<file path="config.mk">
export PLATFORM = sky130hd
export DESIGN_NAME = uoe_route_lookup
export DESIGN_NICKNAME = d
export VERILOG_FILES = /design/src/rtl/uoe_pkg.sv /design/src/rtl/uoe_route_table.sv /design/src/rtl/uoe_route_lookup.sv
export SDC_FILE = /design/constraint.sdc
export NUM_CORES = 2
export LEC_CHECK = 0
export BUFFER_PORTS_ARGS = -buffer_cell sky130_fd_sc_hd__buf_4
export CORE_MARGIN = 4
export CORE_UTILIZATION = 41
export CTS_CLUSTER_SIZE = 16
export DETAILED_ROUTE_END_ITERATION = 8
export GPL_TIMING_DRIVEN = 0
export SLEW_MARGIN = 20
export SYNTH_ARGS = -nofsm -noshare
export SYNTH_HDL_FRONTEND = slang
export SYNTH_SLANG_ARGS = --single-unit
export TNS_END_PERCENT = 50
</file>
<file path="constraint.sdc">
create_clock -name clk -period 18.21 [get_ports clk]
set_clock_uncertainty 0.1 [all_clocks]
set_input_delay 3.642 -clock clk [delete_from_list [all_inputs] [get_ports clk]]
set_output_delay 3.642 -clock clk [all_outputs]
set_load 0.02 [all_outputs]
</file>
<file path="src/rtl/uoe_pkg.sv">
// Shared definitions for the UDP offload path: FSM states, tuser field layout and CHDR helpers.
package uoe_pkg;

  typedef enum logic [2:0] {StHdr, StLook, StEmit, StFwd, StDrop} uoe_state_e;

  // tuser layout shared with the packet generator
  localparam int unsigned TuserMacLsb    = 0;
  localparam int unsigned TuserIpLsb     = 48;
  localparam int unsigned TuserUdpDstLsb = 80;
  localparam int unsigned TuserUdpSrcLsb = 96;
  localparam int unsigned TuserW         = 112;

  // Route entry payload {port, ip, mac}; the valid bit is kept alongside
  localparam int unsigned RouteDataW = TuserUdpSrcLsb;

  function automatic logic [15:0] chdr_get_dst_epid(input logic [63:0] hdr);
    return hdr[15:0];
  endfunction

  function automatic logic [15:0] chdr_get_length(input logic [63:0] hdr);
    return hdr[31:16];
  endfunction

endpackage

</file>
<file path="src/rtl/uoe_route_table.sv">
// 1W1R synchronous route RAM, read-first on same-index collision; only valid bits are reset.
module uoe_route_table
  import uoe_pkg::*;
#(
  parameter int unsigned IDX_W = 4
) (
  input  logic                  clk,
  input  logic                  rst,
  input  logic                  wr_en_i,
  input  logic [IDX_W-1:0]      wr_idx_i,
  input  logic                  wr_vld_i,
  input  logic [RouteDataW-1:0] wr_data_i,
  input  logic                  rd_en_i,
  input  logic [IDX_W-1:0]      rd_idx_i,
  output logic                  rd_vld_o,
  output logic [RouteDataW-1:0] rd_data_o
);

  localparam int unsigned NumEntries = 2 ** IDX_W;

  logic [RouteDataW-1:0] mem_q [NumEntries];
  logic [NumEntries-1:0] vld_q;
  logic                  rd_vld_q;
  logic [RouteDataW-1:0] rd_data_q;

  always_ff @(posedge clk) begin
    if (wr_en_i) begin
      mem_q[wr_idx_i] <= wr_data_i;
    end
    if (rd_en_i) begin
      rd_data_q <= mem_q[rd_idx_i];
    end
  end

  always_ff @(posedge clk) begin
    if (rst) begin
      vld_q    <= '0;
      rd_vld_q <= 1'b0;
    end else begin
      if (rd_en_i) begin
        rd_vld_q <= vld_q[rd_idx_i];
      end
      if (wr_en_i) begin
        vld_q[wr_idx_i] <= wr_vld_i;
      end
    end
  end

  assign rd_vld_o  = rd_vld_q;
  assign rd_data_o = rd_data_q;

endmodule

</file>
<file path="src/rtl/uoe_route_lookup.sv">
// Looks up the CHDR dst EPID in the route table and forwards each packet with a per-packet
// UDP/IP/MAC tuser; packets without a valid route are dropped and counted.
module uoe_route_lookup
  import uoe_pkg::*;
#(
  parameter int unsigned IDX_W = 4
) (
  input  logic              clk,
  input  logic              rst,
  input  logic [15:0]       my_udp_port,
  input  logic              cfg_wr_en,
  input  logic [IDX_W-1:0]  cfg_wr_idx,
  input  logic              cfg_wr_vld,
  input  logic [47:0]       cfg_wr_mac,
  input  logic [31:0]       cfg_wr_ip,
  input  logic [15:0]       cfg_wr_port,
  input  logic [63:0]       s_tdata,
  input  logic              s_tlast,
  input  logic              s_tvalid,
  output logic              s_tready,
  output logic [63:0]       m_tdata,
  output logic [TuserW-1:0] m_tuser,
  output logic              m_tlast,
  output logic              m_tvalid,
  input  logic              m_tready,
  output logic [31:0]       drop_count
);

  uoe_state_e            state_q, state_d;
  logic [63:0]           hdr_q, hdr_d;
  logic                  hdr_last_q, hdr_last_d;
  logic [TuserW-1:0]     tuser_q, tuser_d;
  logic [31:0]           drop_q, drop_d;

  logic                  rd_en;
  logic                  rd_vld;
  logic [RouteDataW-1:0] rd_data;
  logic [15:0]           hdr_epid;
  logic                  hit;

  assign rd_en    = (state_q == StHdr) && s_tvalid;
  assign hdr_epid = chdr_get_dst_epid(hdr_q);
  // EPIDs beyond the table depth can never match, even if the low bits index a valid entry
  assign hit      = rd_vld && ((hdr_epid >> IDX_W) == 16'd0);

  uoe_route_table #(
    .IDX_W(IDX_W)
  ) u_route_table (
    .clk      (clk),
    .rst      (rst),
    .wr_en_i  (cfg_wr_en),
    .wr_idx_i (cfg_wr_idx),
    .wr_vld_i (cfg_wr_vld),
    .wr_data_i({cfg_wr_port, cfg_wr_ip, cfg_wr_mac}),
    .rd_en_i  (rd_en),
    .rd_idx_i (s_tdata[IDX_W-1:0]),
    .rd_vld_o (rd_vld),
    .rd_data_o(rd_data)
  );

  always_ff @(posedge clk) begin
    if (rst) begin
      state_q    <= StHdr;
      hdr_q      <= '0;
      hdr_last_q <= 1'b0;
      tuser_q    <= '0;
      drop_q     <= '0;
    end else begin
      state_q    <= state_d;
      hdr_q      <= hdr_d;
      hdr_last_q <= hdr_last_d;
      tuser_q    <= tuser_d;
      drop_q     <= drop_d;
    end
  end

  always_comb begin
    state_d    = state_q;
    hdr_d      = hdr_q;
    hdr_last_d = hdr_last_q;
    tuser_d    = tuser_q;
    drop_d     = drop_q;
    unique case (state_q)
      StHdr: begin
        if (s_tvalid) begin
          hdr_d      = s_tdata;
          hdr_last_d = s_tlast;
          state_d    = StLook;
        end
      end
      StLook: begin
        if (hit) begin
          tuser_d = {my_udp_port, rd_data};
          state_d = StEmit;
        end else begin
          drop_d  = drop_q + 32'd1;
          state_d = hdr_last_q ? StHdr : StDrop;
        end
      end
      StEmit: begin
        if (m_tready) begin
          state_d = hdr_last_q ? StHdr : StFwd;
        end
      end
      StFwd: begin
        if (s_tvalid && m_tready && s_tlast) begin
          state_d = StHdr;
        end
      end
      StDrop: begin
        if (s_tvalid && s_tlast) begin
          state_d = StHdr;
        end
      end
      default: state_d = StHdr;
    endcase
  end

  always_comb begin
    s_tready = 1'b0;
    m_tvalid = 1'b0;
    m_tdata  = hdr_q;
    m_tlast  = 1'b0;
    unique case (state_q)
      StHdr:  s_tready = 1'b1;
      StLook: s_tready = 1'b0;
      StEmit: begin
        m_tvalid = 1'b1;
        m_tlast  = hdr_last_q;
      end
      StFwd: begin
        m_tvalid = s_tvalid;
        m_tdata  = s_tdata;
        m_tlast  = s_tlast;
        s_tready = m_tready;
      end
      StDrop: s_tready = 1'b1;
      default: s_tready = 1'b0;
    endcase
  end

  assign m_tuser    = tuser_q;
  assign drop_count = drop_q;

endmodule

</file>
==> run metrics <==
CTS tree done; placed instance area between 70,000 and 80,000 µm²; r2r startpoint hdr_q[9]; clock power share between 40% and 50%; latest clock arrival within the worst-skew pair between 800 and 900 ps; P&R area growth vs syn 20.5%; Relative slew margins about 26%; row count 151; drt pass-1 iters 5; layout cells sized above 1 approximately a third; first-pass GRT wire length roughly 260,000 µm; total grt overflow 0; metal3 WL 13,300 µm; Cells after Synth approximately 3,400; clk root buf clkbuf_16; sw frac a little over a fifth; hold_buf cts 0; DRT Wirelength between 150,000 and 200,000 µm; worst endpoint required time roughly 14,000 ps; overall routing resource usage a little over a fifth; Setup-failing EPs final 0; Setup CP Type in2out; P_leak around 28 nW; initial antenna violation count 21; DIE AREA between 150,000 and 200,000 µm²; power density cells roughly 110 nW/µm²; # DRC 0; met2 wire length ~94,000 µm; Mapped Area between 60,000 and 70,000 µm²; Slew @ Worst Pin roughly 1100 ps; number of flops mapped to enable cells by yosys about 1,600; Synth async-reset ratio 0%; synth unique cells 43; DPL Wire Length around 120,000 µm; CTS sink count 1,861; vias in the first global route 35,811; Finished Cell Area around 84,000 µm²; FILL cells ~14,000; post-synth top area share around 70%; post-layout min period between 10,000 and 15,000 ps; maximum number of pins on one net before global-route repair 33; vias about 36,000; CP Launch Point s_tdata[3]; Hold Crit Class reg2reg; final slew viol count 0; top cells by area, synth edfxtp_1, mux4_2, dfxtp_1; Arrival @ worst endpoint ~6500 ps; Setup Fix Bufs, Post-CTS 0; Synth Register Bits 1,861; maximum clock frequency slightly below 0.1 GHz; Logic pwr share 5.5%; final hold vios 0; DRT iter0 DRCs 3,523; CTS Buf Count 182; wl on met1 ~74,000 µm; Port Buffers 395; Routed WL per cell between 20 and 30 µm; Die H approximately 420 µm; top_reg_cell synth edfxtp_1; area leader, netlist edfxtp_1; post-route setup TNS 0 ps; peak supply drop ~0.11 mV; post-CTS sizing 0; YS warnings 0; Power Total 0.00901 W; Tcrit/Tclk final 56.3%; crit path launch type primary input; Final #Nets roughly 4,300; sequential element share of the synthesized area approximately three quarters; status finished, final reports clean; Avg Inst Size Synth 20.7 µm²; Setup crit end kind output pin; cell mode on critical path buf_4; Clk pin slew, worst setup/hold paths ~60 ps; I/O pins 398; Cell Int Power between 0.007 and 0.008 W; Sw Pwr 0.00189 W; routability cong. roughly 0.84; H-tree levels 4; syn nets ~3,600; top sig layer met5; sequential group share of total power between 50% and 60%; Worst path slowest cell clkbuf_1; Crit Path Max Fanout 10; Routed Antenna Nets 0; worst-case clock buffer depth 3; core area between 150,000 and 200,000 µm²; Initial Util a little over 40%; hold path startpoint hdr_q[52]; CP max stage delay 890 ps; CP Cell Sequence buf_4, buf_2, buf_1, clkbuf_1, mux2_2, buf_4; max_cap viols 0; vias per cell 5.50; Die Width 421 µm; RSZ-0062 raised after global routing no
-- path summary, 6_finish.rpt --
| path | slack (ps) | cells after the start | to |
|---|---|---|---|
| max | 7950 | 6 | m_tdata[3] |
| min | 350 | 2 | hdr_q[52] |
| max reg2reg | 14510 | 7 | m_tuser[31] |
| min reg2reg | 350 | 2 | hdr_q[52] |
-- synthesized netlist by cell type, drive strengths merged, types with 2 or more instances --
master  count
xor2       17
nand3      16
edfxtp   1632
nor2       43
and2        3
nand4      18
nand2     380
mux2i       4
dfxtp     229
nand2b      3
clkbuf     87
o21ai      26
mux4      485
nor2b       4
and4        4
buf        99
inv         6
mux2       65
or3        11
nor4        2
nor3        6
nand3b      4
and3        7
a21oi     207
-- logic make-up (layout without fill, tap and decap cells) --
kind of cell    Yosys count  count (layout)  synth area share, %
other cells               0               9                    0
xor+xnor                 18              18                0.226
fa+ha+maj                 1               1               0.0179
simple gates            507             507                 3.10
buf+inv                 192            1079                 1.39
flops                  1861            1861                 76.8
mux                     554             554                 16.8
compound gates          236             236                 1.70
-- stage by stage --
stage          std cells  util, %  setup WS (ps)  hold WS (ps)
2_1_floorplan       3369        -           6620           331
3_3_place_gp        5982     44.6          -3910           338
3_5_place_dp        6134     46.1           7900           344
4_1_cts             6474     49.7           7890           354
5_1_grt             6476     49.7           7930           371
6_report            6483     49.7           7950           351
-- cell usage in the layout (no fill, tap or decap), drive strengths merged, types with 6 or more instances in the layout --
master | netlist | layout
nor2 | 43 | 43
mux2 | 65 | 65
and3 | 7 | 7
or3 | 11 | 11
clkbuf | 87 | 349
clkinv | 0 | 56
xor2 | 17 | 17
nand4 | 18 | 18
nand2 | 380 | 380
mux4 | 485 | 485
nand3 | 16 | 16
nor3 | 6 | 6
o21ai | 26 | 26
diode | 0 | 9
dfxtp | 229 | 229
inv | 6 | 11
a21oi | 207 | 207
buf | 99 | 646
edfxtp | 1632 | 1632
bufinv | 0 | 12
-- cell type report --
| cell class | count | area (µm²) | area share (%) |
|---|---|---|---|
| Timing Repair Buffer | 547 | 5440 | 6.47 |
| Multi-Input combinational cell | 1316 | 15300 | 18.2 |
| Tap cell | 2218 | 2780 | 3.30 |
| Inverter | 6 | 22.5 | 0.0268 |
| Clock buffer | 262 | 5190 | 6.18 |
| Buffer | 186 | 956 | 1.14 |
| Clock inverter | 78 | 752 | 0.894 |
| Sequential cell | 1861 | 53600 | 63.7 |
| Antenna cell | 9 | 22.5 | 0.0268 |
-- per-layer routing --
| metal | track usage (%) | vias to the layer above |
|---|---|---|
| li1 | - | 15189 |
| met2 | 35.7 | 1369 |
| met4 | 5.74 | 6 |
| met1 | 27.6 | 18852 |
| met3 | 4.36 | 267 |
| met5 | 0 | - |
-- power groups by stage --
stage	registers (W)	clock network [W]	logic [W]
2_1_floorplan	0.00487	0	0.000267
3_3_place_gp	0.00489	0	0.000473
3_5_place_dp	0.00487	0	0.000505
4_1_cts	0.00478	0.00381	0.000506
5_1_grt	0.00479	0.00400	0.000530
6_report	0.00478	0.00373	0.000497
-- critical path, delay by kind of cell --
kind	cells	cell delay, ps
buf+inv	5	2420
mux	1	390
-- sequential cells by signal (all words and copies together), names as in the netlist --
name                     flops
hdr_last_q                   1
drop_count                  32
m_tuser                    112
hdr_q                       64
u_route_table.rd_data_o     96
u_route_table.vld_q         16
u_route_table.rd_vld_o       1
state_q                      3
u_route_table.mem_q       1536
No activity file was read; power rests on OpenSTA's default activity.
